`config.mk`:
```
export PLATFORM = sky130hd
export DESIGN_NAME = hex_display_scanner_flat
export DESIGN_NICKNAME = d
export VERILOG_FILES = /design/src/rtl/hex_display_scanner_if.sv /design/src/rtl/hex_display_scanner.sv /design/src/flat_wrapper.sv
export SDC_FILE = /design/constraint.sdc
export NUM_CORES = 1
export LEC_CHECK = 0
export CELL_PAD_IN_SITES_DETAIL_PLACEMENT = 0
export CELL_PAD_IN_SITES_GLOBAL_PLACEMENT = 2
export CORE_MARGIN = 2
export CORE_UTILIZATION = 32
export DETAILED_ROUTE_END_ITERATION = 8
export GPL_TIMING_DRIVEN = 0
export MAX_ROUTING_LAYER = met4
export PLACE_DENSITY = 0.81
export REMOVE_ABC_BUFFERS = 1
export SYNTH_ARGS = -nofsm -noshare
export SYNTH_HDL_FRONTEND = slang
export SYNTH_SLANG_ARGS = --single-unit
```
`constraint.sdc`:
```
create_clock -name clk -period 2.1 [get_ports clk]
set_clock_uncertainty 0.15 [all_clocks]
set_input_delay 0.315 -clock clk [delete_from_list [all_inputs] [get_ports clk]]
set_output_delay 0.315 -clock clk [all_outputs]
set_load 0.01 [all_outputs]
```
`src/rtl/hex_display_scanner_if.sv`:
```
// rtl/hex_display_scanner_if.sv - host load handshake bundle for hex_display_scanner
//
// Purpose: carries the packed hex value and its valid/ready handshake from the
//          host into the scanner's pending buffer.
// Signals:
//   data_in    [4*NUM_DIGITS-1:0]  packed hex value, digit 0 in bits [3:0]
//   load_valid                     host offers data_in
//   load_ready                     scanner can accept data_in
// Modports: master = host side, slave = scanner side.

interface hex_display_scanner_if #(
    parameter int NUM_DIGITS = 4
);
    logic [4*NUM_DIGITS-1:0] data_in;
    logic                    load_valid;
    logic                    load_ready;

    modport master (
        output data_in,
        output load_valid,
        input  load_ready
    );

    modport slave (
        input  data_in,
        input  load_valid,
        output load_ready
    );
endinterface

```
`src/rtl/hex_display_scanner.sv`:
```
// rtl/hex_display_scanner.sv - time-multiplexed hex 7-segment scanner with frame-aligned updates
//
// Purpose: shares one combinational hex-to-7-segment decoder across NUM_DIGITS
//          common-anode digits. One nibble is presented per scan slot, the decoded
//          segments are registered to the pins together with the active-low digit
//          enable. Host data is staged in a pending buffer and only applied at a
//          frame wrap so a frame never mixes old and new digits.
// Optional feature macro: LEADING_ZERO_BLANK_EN (suppress leading zero digits).
// Ports:
//   clk         system clock, rising edge
//   rst_n       asynchronous active-low reset
//   host        slave modport: data_in / load_valid / load_ready
//   blank_mask  per-digit force-dark, sampled live
//   hex_nibble  nibble driven to the shared decoder
//   seg7_in     [0:6] a..g active-low from the shared decoder
//   seg7_out    [0:6] a..g active-low to the pins
//   an_n        active-low digit enables, one-hot-low
//   frame_done  one-cycle pulse after the last slot of a frame ends

module hex_display_scanner #(
    parameter int NUM_DIGITS = 4,
    parameter int SCAN_DIV   = 50000
) (
    input  logic                     clk,
    input  logic                     rst_n,
    hex_display_scanner_if.slave     host,
    input  logic [NUM_DIGITS-1:0]    blank_mask,
    output logic [3:0]               hex_nibble,
    input  logic [0:6]               seg7_in,
    output logic [0:6]               seg7_out,
    output logic [NUM_DIGITS-1:0]    an_n,
    output logic                     frame_done
);
    localparam int PW = (SCAN_DIV > 1) ? $clog2(SCAN_DIV) : 1;
    localparam int IW = $clog2(NUM_DIGITS);

    logic [PW-1:0]           prescaler;
    logic [IW-1:0]           idx;
    logic [4*NUM_DIGITS-1:0] active;
    logic [4*NUM_DIGITS-1:0] pending;
    logic                    pending_full;

    logic tick;
    logic frame_wrap;
    logic blanked;

    assign tick       = (prescaler == PW'(SCAN_DIV - 1));
    assign frame_wrap = tick && (idx == IW'(NUM_DIGITS - 1));

    assign host.load_ready = ~pending_full;
    assign hex_nibble      = active[{idx, 2'b00} +: 4];

`ifdef LEADING_ZERO_BLANK_EN
    // Digit i (i >= 1) goes dark when it and every more-significant nibble of
    // the displayed value are zero; digit 0 always shows so zero reads "0".
    logic [NUM_DIGITS-1:0] lz_blank;

    always_comb begin
        logic upper_zero;
        upper_zero = 1'b1;
        lz_blank   = '0;
        for (int i = NUM_DIGITS - 1; i >= 1; i--) begin
            upper_zero  = upper_zero & (active[4*i +: 4] == 4'h0);
            lz_blank[i] = upper_zero;
        end
    end
`else
    logic [NUM_DIGITS-1:0] lz_blank;
    assign lz_blank = '0;
`endif

    assign blanked = blank_mask[idx] | lz_blank[idx];

    // Scan timing: prescaler defines the slot, idx the digit within a frame.
    always_ff @(posedge clk or negedge rst_n) begin
        if (!rst_n) begin
            prescaler <= '0;
            idx       <= '0;
        end else begin
            if (tick) begin
                prescaler <= '0;
                if (idx == IW'(NUM_DIGITS - 1)) begin
                    idx <= '0;
                end else begin
                    idx <= idx + 1'b1;
                end
            end else begin
                prescaler <= prescaler + 1'b1;
            end
        end
    end

    // Pending buffer. A capture can only happen while the buffer is empty, and
    // the frame-wrap apply only happens while it is full, so the two never
    // collide; data captured on a wrap tick waits for the following wrap.
    always_ff @(posedge clk or negedge rst_n) begin
        if (!rst_n) begin
            active       <= '0;
            pending      <= '0;
            pending_full <= 1'b0;
        end else begin
            if (frame_wrap && pending_full) begin
                active       <= pending;
                pending_full <= 1'b0;
            end
            if (host.load_valid && !pending_full) begin
                pending      <= host.data_in;
                pending_full <= 1'b1;
            end
        end
    end

    // Output stage: segments and enable are registered from the same idx so
    // they always change together, one cycle after idx moves.
    always_ff @(posedge clk or negedge rst_n) begin
        if (!rst_n) begin
            seg7_out   <= 7'b1111111;
            an_n       <= '1;
            frame_done <= 1'b0;
        end else begin
            seg7_out   <= blanked ? 7'b1111111 : seg7_in;
            an_n       <= ~({{(NUM_DIGITS - 1){1'b0}}, 1'b1} << idx);
            frame_done <= frame_wrap;
        end
    end
endmodule

```
`src/flat_wrapper.sv`:
```
// flat-port wrapper written by rule: the top's interface ports become plain ports
module hex_display_scanner_flat 
#(
    parameter int NUM_DIGITS = 4,
    parameter int SCAN_DIV   = 50000
)
  (clk, rst_n, blank_mask, hex_nibble, seg7_in, seg7_out, an_n, frame_done, host_data_in, host_load_valid, host_load_ready);
  hex_display_scanner_if #(.NUM_DIGITS(NUM_DIGITS)) host_i ();
  input  logic clk;
  input  logic rst_n;
  input  logic [NUM_DIGITS-1:0] blank_mask;
  output logic [3:0] hex_nibble;
  input  logic [0:6] seg7_in;
  output logic [0:6] seg7_out;
  output logic [NUM_DIGITS-1:0] an_n;
  output logic frame_done;
  input wire logic [$bits(host_i.data_in)-1:0] host_data_in;
  input wire logic [$bits(host_i.load_valid)-1:0] host_load_valid;
  output wire logic [$bits(host_i.load_ready)-1:0] host_load_ready;
  assign host_i.data_in = host_data_in;
  assign host_i.load_valid = host_load_valid;
  assign host_load_ready = host_i.load_ready;
  hex_display_scanner #(.NUM_DIGITS(NUM_DIGITS), .SCAN_DIV(SCAN_DIV)) u_core (.clk(clk), .rst_n(rst_n), .host(host_i), .blank_mask(blank_mask), .hex_nibble(hex_nibble), .seg7_in(seg7_in), .seg7_out(seg7_out), .an_n(an_n), .frame_done(frame_done));
endmodule
```
-- Yosys cells after proc, flatten, opt, wreduce, memory -nomap -nowiden
Cells that the tools add are included.
- input bits: 30
- word-level logic and storage cells: 32
- register bits: 63
- output and inout bits: 17
- bitwise operators: 3
- add/sub/neg operators: 2
- reductions and logical operators: 5
- shift operators: 2
- order comparisons: 1
- equal/unequal tests: 2
- multiplexer cells: 9
- operators with widths (kind ; count):
    $add A16 B1 Y16 const B ; 1
    $eq A16 B16 Y1 const B ; 1
    $mux W16 ; 1
    $shiftx A16 B5 Y4 ; 1
    $mux W7 ; 1
    $bmux W1 S2 ; 2
    $mux W1 ; 4
    $not A4 Y4 ; 1
    $shl A1 B2 Y4 const A ; 1
    $logic_and A1 B1 Y1 ; 3
    $lt A2 B3 Y1 const B ; 1
    $add A2 B1 Y2 const B ; 1
    $eq A2 B2 Y1 const B ; 1
    $mux W2 ; 1
    $reduce_bool A2 Y1 ; 1
    $logic_not A1 Y1 ; 1
    $not A1 Y1 ; 1
    $or A1 B1 Y1 ; 1

-- Longest topological paths before layout
- depth after elaboration: 5
- gate-level depth with buffers: 7
- depth with buffers taken out: 5

-- Worst setup path after synthesis
Ideal clock, no wire load.
- path type: register to register
- start: reg u_core.prescaler[0]
- end: reg u_core.active[10]
- required time: 1.825 ns
- clock period less this slack: 1.997 ns
- setup time: 0.125 ns
- cell stages (with the launch flop): 8
- slack: 0.103 ns
- buffers on the path: 2
- arrival time: 1.722 ns
- cell sequence: dfrtp_1 > ha_1 > and3_1 > buf_2 > nand4_2 > nor3_4 > buf_8 > mux2_2
- cells in the longest elaborated chain, start to end: 3
- RTL lines (item ; line ; RTL):
    from (decl) ; hex_display_scanner.sv:37 ; logic [PW-1:0] prescaler;
    from (signal assigned) ; hex_display_scanner.sv:88 ; prescaler <= prescaler + 1'b1;
    $eq A16 B16 Y1 ; hex_display_scanner.sv:47 ; assign tick = (prescaler == PW'(SCAN_DIV - 1));
    $logic_and A1 B1 Y1 ; hex_display_scanner.sv:48 ; assign frame_wrap = tick && (idx == IW'(NUM_DIGITS - 1));
    $logic_and A1 B1 Y1 ; hex_display_scanner.sv:102 ; if (frame_wrap && pending_full) begin
    to (signal assigned) ; hex_display_scanner.sv:103 ; active <= pending;
    to (decl) ; hex_display_scanner.sv:39 ; logic [4*NUM_DIGITS-1:0] active;
Every way passes these cells.
A chain may end at the register's enable or synchronous reset.

-- Worst setup path in the final report
- start: reg u_core.idx[0]
- end: out hex_nibble[2]
- cells in the longest elaborated chain, start to end: 1
- RTL lines (item ; line ; RTL):
    from (decl) ; hex_display_scanner.sv:38 ; logic [IW-1:0] idx;
    from (signal assigned) ; hex_display_scanner.sv:85 ; idx <= idx + 1'b1;
    $shiftx A16 B5 Y4 ; hex_display_scanner.sv:51 ; assign hex_nibble = active[{idx, 2'b00} +: 4];
    to (decl) ; flat_wrapper.sv:12 ; output logic [3:0] hex_nibble;
Every way passes these cells.

==> key figures <==
Outcome
  • Status: complete, no violations

Placed design
  • Port Buffer Count: 46
  • Placed cell area: 0.00321 mm²
  • Pre-CTS WS: -461 ps
  • DP HPWL: 3.04 mm
  • RePlAce Congestion: 0.790

Global routing
  • Global route overflow: 0
  • Vias in the first global route: 1698
  • Pin count of the biggest net entering global routing: 64
  • First-pass GRT wire length: 8.03 mm
  • Gr usage total: 0.123
  • Initial antenna violation count: 0

Logic synthesis
  • Syn_area_per_cell: 14.0 µm²
  • Most area-hungry cell type in the Yosys netlist: dfrtp_1
  • Post-synthesis mux area share: 0.191
  • Warnings, synthesis: 0
  • Synth cell types: 30
  • Top_reg_cell synth: dfrtp_1
  • Post-Synth Adder-Cell Area: 0.0236
  • Top cells by count, synth: dfrtp_1, mux2_2, nor2_1
  • Compound-gate portion of the synthesized area: 0.00755
  • Sequential fraction of the synthesis area: 0.600
  • Top cells by area, synth: dfrtp_1, mux2_2, dfstp_2, mux4_2, ha_1
  • Number of synthesized register bits: 63
  • Most frequent cell after synthesis: dfrtp_1
  • Post-synthesis cell count: 189
  • Fraction of registers with async set/reset: 1.00
  • Share of the synthesized area in the top cell type: 0.491
  • Largest family of logic cells by synthesized area: multiplexers
  • Post-synth EDFFs: 0
  • Synth Cell Area: 0.00265 mm²
  • XOR/XNOR share of the synthesized area: 0.0330
  • Simple-gate share of the synthesized area: 0.118

Clock tree
  • Clock Path Buffers: 2
  • CTS Buf Count: 9
  • Clock sinks: 63
  • CTS root buf: clkbuf_8
  • Clk Latency, worst-skew pair: 340 ps
  • H-tree Lvls: 3
  • CTS tree: done
  • CTS clk-pin slew, worst paths: 60 ps

Critical path
  • Reg2reg setup slack: 160 ps
  • WP data arrival: 1580 ps
  • Slowest-stage cell, CP: mux4_2
  • Worst-path maximum fanout: 6
  • Required time of the worst setup path: 1630 ps
  • CP startpoint: u_core.idx[0]
  • Reg2reg path depth: 6
  • Slowest stage delay, CP: 500 ps
  • Reg-to-reg critical path startpoint: u_core.prescaler[0]
  • Startpoint types: flip-flop
  • Worst path cell trace: buf_12 -> mux4_2 -> clkdlybuf4s15_1
  • Worst flop-to-flop path endpoint: u_core.active[5]
  • CP Capture Type: output pin
  • Setup CP Type: flip-flop to output pin

Cells and area
  • N_diodes: 0
  • Register area: 0.00159 mm²
  • Layout Nets: 280
  • Share of post-route cells with drive strength above 1: 0.364
  • Fill cells: 750
  • Syn-to-layout area delta: 29.3%
  • Cell area after layout: 0.00343 mm²
  • Area of the multi-input gates: 991 µm²
  • Final core utilization: 0.421

Floorplanning
  • Initial Util: 0.326
  • Die X: 95.0 µm
  • Row count: 33
  • Die H: 95.0 µm
  • Die outline area: 0.00903 mm²
  • Core area: 0.00813 mm²
  • Ports: 47

Timing
  • RSZ-0062 raised after global routing: no
  • Fin crit share: 0.974
  • Setup-failing EPs final: 0
  • Worst-margin pin slew: 849 ps
  • Hold Violations, Final: 0
  • Max Clock Freq: 489 MHz
  • Setup WS post-layout: 55.0 ps
  • Hold WS: 328 ps
  • Fin crit period: 2050 ps
  • Rel. slew slack: 0.431
  • Final Slew Violations: 0

Pwr
  • PD cells: 677 mW/mm²
  • Max IR drop VDD: 0.000292 V
  • LEAKAGE: 1.50 nW

Route
  • Drt first-iter violations: 73
  • Routed WL: 4.71 mm
  • Average wire per standard cell: 13.3 µm
  • Routed vias/inst: 4.53
  • Vias: 1608
  • DRC viols: 0
  • Drt pass-1 iters: 4
  • Post-route ant nets: 0

Worst hold path
  • Hold Path Origin: u_core.prescaler[15]
  • Hold path depth: 1
  • Hold WC Path Type: flip-flop to flip-flop
  • Hold endpoint: u_core.prescaler[15]

Job
  • Max-cap violation count: 0
==> through the flow <==
stage	std cells	setup TNS [ps]	total power, mW
after floorplan	183	0	1.34
after global placement	334	-103860	1.44
after detailed placement	334	-10180	1.44
after CTS	355	0	2.37
after global routing	355	0	2.43
final	355	0	2.32
==> sequential cells by signal (all words and copies together), names as in the netlist <==
name	cells
u_core.active	16
u_core.idx	2
u_core.seg7_out	7
u_core.frame_done	1
u_core.pending	16
u_core.pending_full	1
u_core.an_n	4
u_core.prescaler	16
==> final cells by class <==
type | count | area share
clock buffer | 12 | 0.0423
clock inverter | 4 | 0.00657
inverter | 10 | 0.0109
sequential | 63 | 0.465
multi-input combinational | 110 | 0.289
tap | 105 | 0.0383
timing repair buffer | 51 | 0.148
==> logic make-up (layout without fill, tap and decap cells) <==
logic type               count (synthesis)  after routing
XOR/XNOR                                10             10
adder cells (fa/ha/maj)                  5              5
buffers and inverters                   16             77
AND/OR/NAND/NOR                         51             51
flip-flops                              63             63
AO/OA/AOI/OAI                            4              4
multiplexers                            40             40
==> how the worst max path moves through the flow <==
stage,endpoint,slack [ps],depth (start not counted)
after global placement,u_core.pending[13],-1500,1
after floorplan,u_core.active[0],50,5
final,hex_nibble[2],50,3
after detailed placement,u_core.active[5],-460,4
after CTS,hex_nibble[1],6,3
after global routing,hex_nibble[2],0.6,3
==> layout by cell type, fill, tap and decap left out, types with 8 or more instances in the layout <==
cell type / synthesis / layout
clkbuf_8: 0 / 10
nand2_1: 8 / 8
inv_1: 10 / 10
dfstp_2: 11 / 11
nor2_1: 12 / 12
dfrtp_1: 52 / 50
clkdlybuf4s50_1: 0 / 41
or2_2: 9 / 9
mux2_2: 34 / 34
==> power breakdown <==
group	leakage, nW	total (mW)	internal [mW]	switching, mW
Clock	0.0861	0.908	0.455	0.453
Combinational	0.623	0.134	0.0901	0.0442
Sequential	0.794	1.28	1.26	0.0181
==> routing by layer <==
layer | up-vias | wire, µm | GRT usage
li1 | 757 | - | -
met1 | 808 | 2070 | 0.150
met2 | 35 | 2350 | 0.191
met3 | 8 | 194 | 0.0261
met4 | 0 | 95 | 0.0688
met5 | - | 0 | -
==> repair_timing <==
action,in CTS,in global routing
setup endpoints to repair,21,19
setup buffers,4,0
endpoints found under the hold margin,52,0
pin swaps,1,1
gates cloned,0,0
gates resized for setup,9,5
hold buffers,1,0
==> worst max-delay path, delay by kind of cell (launching register included) <==
family                 cells  cell delay (ps)
DFF                        1              370
buffers and inverters      2              370
muxes                      1              500
Power figures use the tool's default switching activity.
==> RTL edit, RTL diff (config.mk and constraints unchanged) <==
The option `LEADING_ZERO_BLANK_EN` is turned on by a define.
--- a/src/rtl/hex_display_scanner.sv
+++ b/src/rtl/hex_display_scanner.sv
@@ -17,4 +17,6 @@
 //   an_n        active-low digit enables, one-hot-low
 //   frame_done  one-cycle pulse after the last slot of a frame ends
+
+`define LEADING_ZERO_BLANK_EN
 
 module hex_display_scanner #(
Check against the original RTL: same outputs for any inputs over 10 cycles, from zero or initial values and one cycle with rst_n low; that may be too few to reach the edited logic, so the function may still have changed.
==> RTL edit against the unedited design <==
Clock power is 16% higher. Power is 6.3% higher. Worst setup slack worse by 0.022 ns. Combinational power is 4% higher. Non-clock buffer count is 6 higher. Design area is 6.9% higher. Core utilization is 2.0 points higher. Wire length is 15% higher. Sequential cell count stayed put. Area after synthesis is 4.0% higher.
==> RTL edit: results (changes against the unedited design) <==
status: "finished clean"
drt_first_pass_iters: 4  # unchanged
hp-class: "flip-flop to flip-flop"
place_inst: 338  # +1.2%
grt_pass1_wl_mm: 8.76  # +9.1%
synth_cells: 193  # +2.1%
critPathMaxFanout: 3  # -3
ir_drop_uv: 287  # -2.0%
hold_buffers: 1  # unchanged
fin_cells: 364  # +2.5%
drtIter0Drc: 70  # -4.1%
ys_top_cells_by_count: "dfrtp_1 (52), mux2_2 (23), nor2_1 (12)"
finalNetCount: 290  # +3.6%
gp_congestion: 0.807  # +2.1%
seqPwrFrac_pct: 52.0  # -3.1 points
clk_pin_slew_ns: 0.07
vias_per_cell: 4.68  # +3.4%
insertion_delay_ns: 0.33
wl_mm: 5.44  # +15%
post_cts_resized: 17  # +8
p_sw_share_pct: 20.7  # -1.5 points
drive_gt1_share_pct: 34.4  # -2.0 points
reg_top3: "u_core.active x16, u_core.pending x16, u_core.prescaler x16"
synth_top_flop_cell: "dfrtp_1"
maxCapViolations: 0  # unchanged
drtAntennaViolNets: 0  # unchanged
pwr-share-clk_pct: 42.4  # +3.3 points
ys_seq_area_share_pct: 57.7  # -2.3 points
cts_inserted_buffers: 9  # unchanged
worstPathArrival_ns: 1.60  # +0.02 ns
io_buffers: 46  # unchanged
root_buffer: "clkbuf_8"
placed_cell_area_um2: 3300  # +2.8%
p_leak_nw: 1.59  # +5.7%
dpl.hpwl_mm: 3.54  # +17%
h-tree-depth: 3  # unchanged
max_slew_margin_pct: 44.3  # +1.2 points
yosysUniqueCellTypes: 34  # +13%
grt_pass1_vias: 1714  # +0.94%
pre_cts_slack_ns: -0.629  # -0.168 ns
fill_cells: 759  # +1.2%
cts_setup_buffers: 7  # +3
synth_area_leaders: "dfrtp_1 (47%), dfstp_2 (10%), mux2_2 (9.4%), mux2_4 (4.9%), mux4_2 (4.1%)"
grt_usage_pct: 12.3  # -0.032 points
-- RTL edit: layout make-up --
type                       instances  area, um2  area share (%)
tap                              105        131            3.58
timing repair buffer              57        611            16.7
clock inverter                     3       42.5            1.16
multi-input combinational        116       1100            30.1
sequential                        63       1590            43.4
inverter                           8       30.0           0.819
clock buffer                      12        155            4.23
-- RTL edit: critical path, stage by stage (launching register included) --
cell	delay, ns
dfrtp_2	0.41
buf_6	0.12
buf_6	0.08
mux4_2	0.52
buf_6	0.14
-- RTL edit: worst paths after layout --
path                                                    start                             to  slack, ns  cells past startpoint
worst max-delay path                u_core.idx[0]$_DFFE_PN0N_                  hex_nibble[3]       0.03                      4
worst min-delay path            u_core.pending[0]$_DFFE_PN0P_   u_core.active[0]$_DFFE_PN0P_       0.35                      1
worst max register to register      u_core.idx[0]$_DFFE_PN0N_   u_core.seg7_out[2]$_DFF_PN1_       0.05                      5
worst min register to register  u_core.pending[0]$_DFFE_PN0P_   u_core.active[0]$_DFFE_PN0P_       0.35                      1
max in group asynchronous                               rst_n      u_core.idx[0]$_DFFE_PN0N_       0.78                      2
min in group asynchronous                               rst_n  u_core.prescaler[5]$_DFF_PN0_       0.46                      2
-- RTL edit: cells by family (layout without fill, tap and decap cells) --
family / count (synthesis) / after routing / synth area share (%)
AO/OA/AOI/OAI: 4 / 4 / 0.817
flip-flops: 63 / 63 / 57.7
adder cells (fa/ha/maj): 5 / 5 / 2.27
buffers and inverters: 14 / 80 / 2.86
AND/OR/NAND/NOR: 57 / 57 / 13.8
XOR/XNOR: 13 / 13 / 4.13
multiplexers: 37 / 37 / 18.4
-- RTL edit: routing by layer --
metal  up-vias  GRT usage (%)  wire (um)
li1        808              -          -
met1       846           16.7       2600
met2        41           16.9       2530
met3        10           3.11        201
met4         0           6.18         98
met5         -              -          0
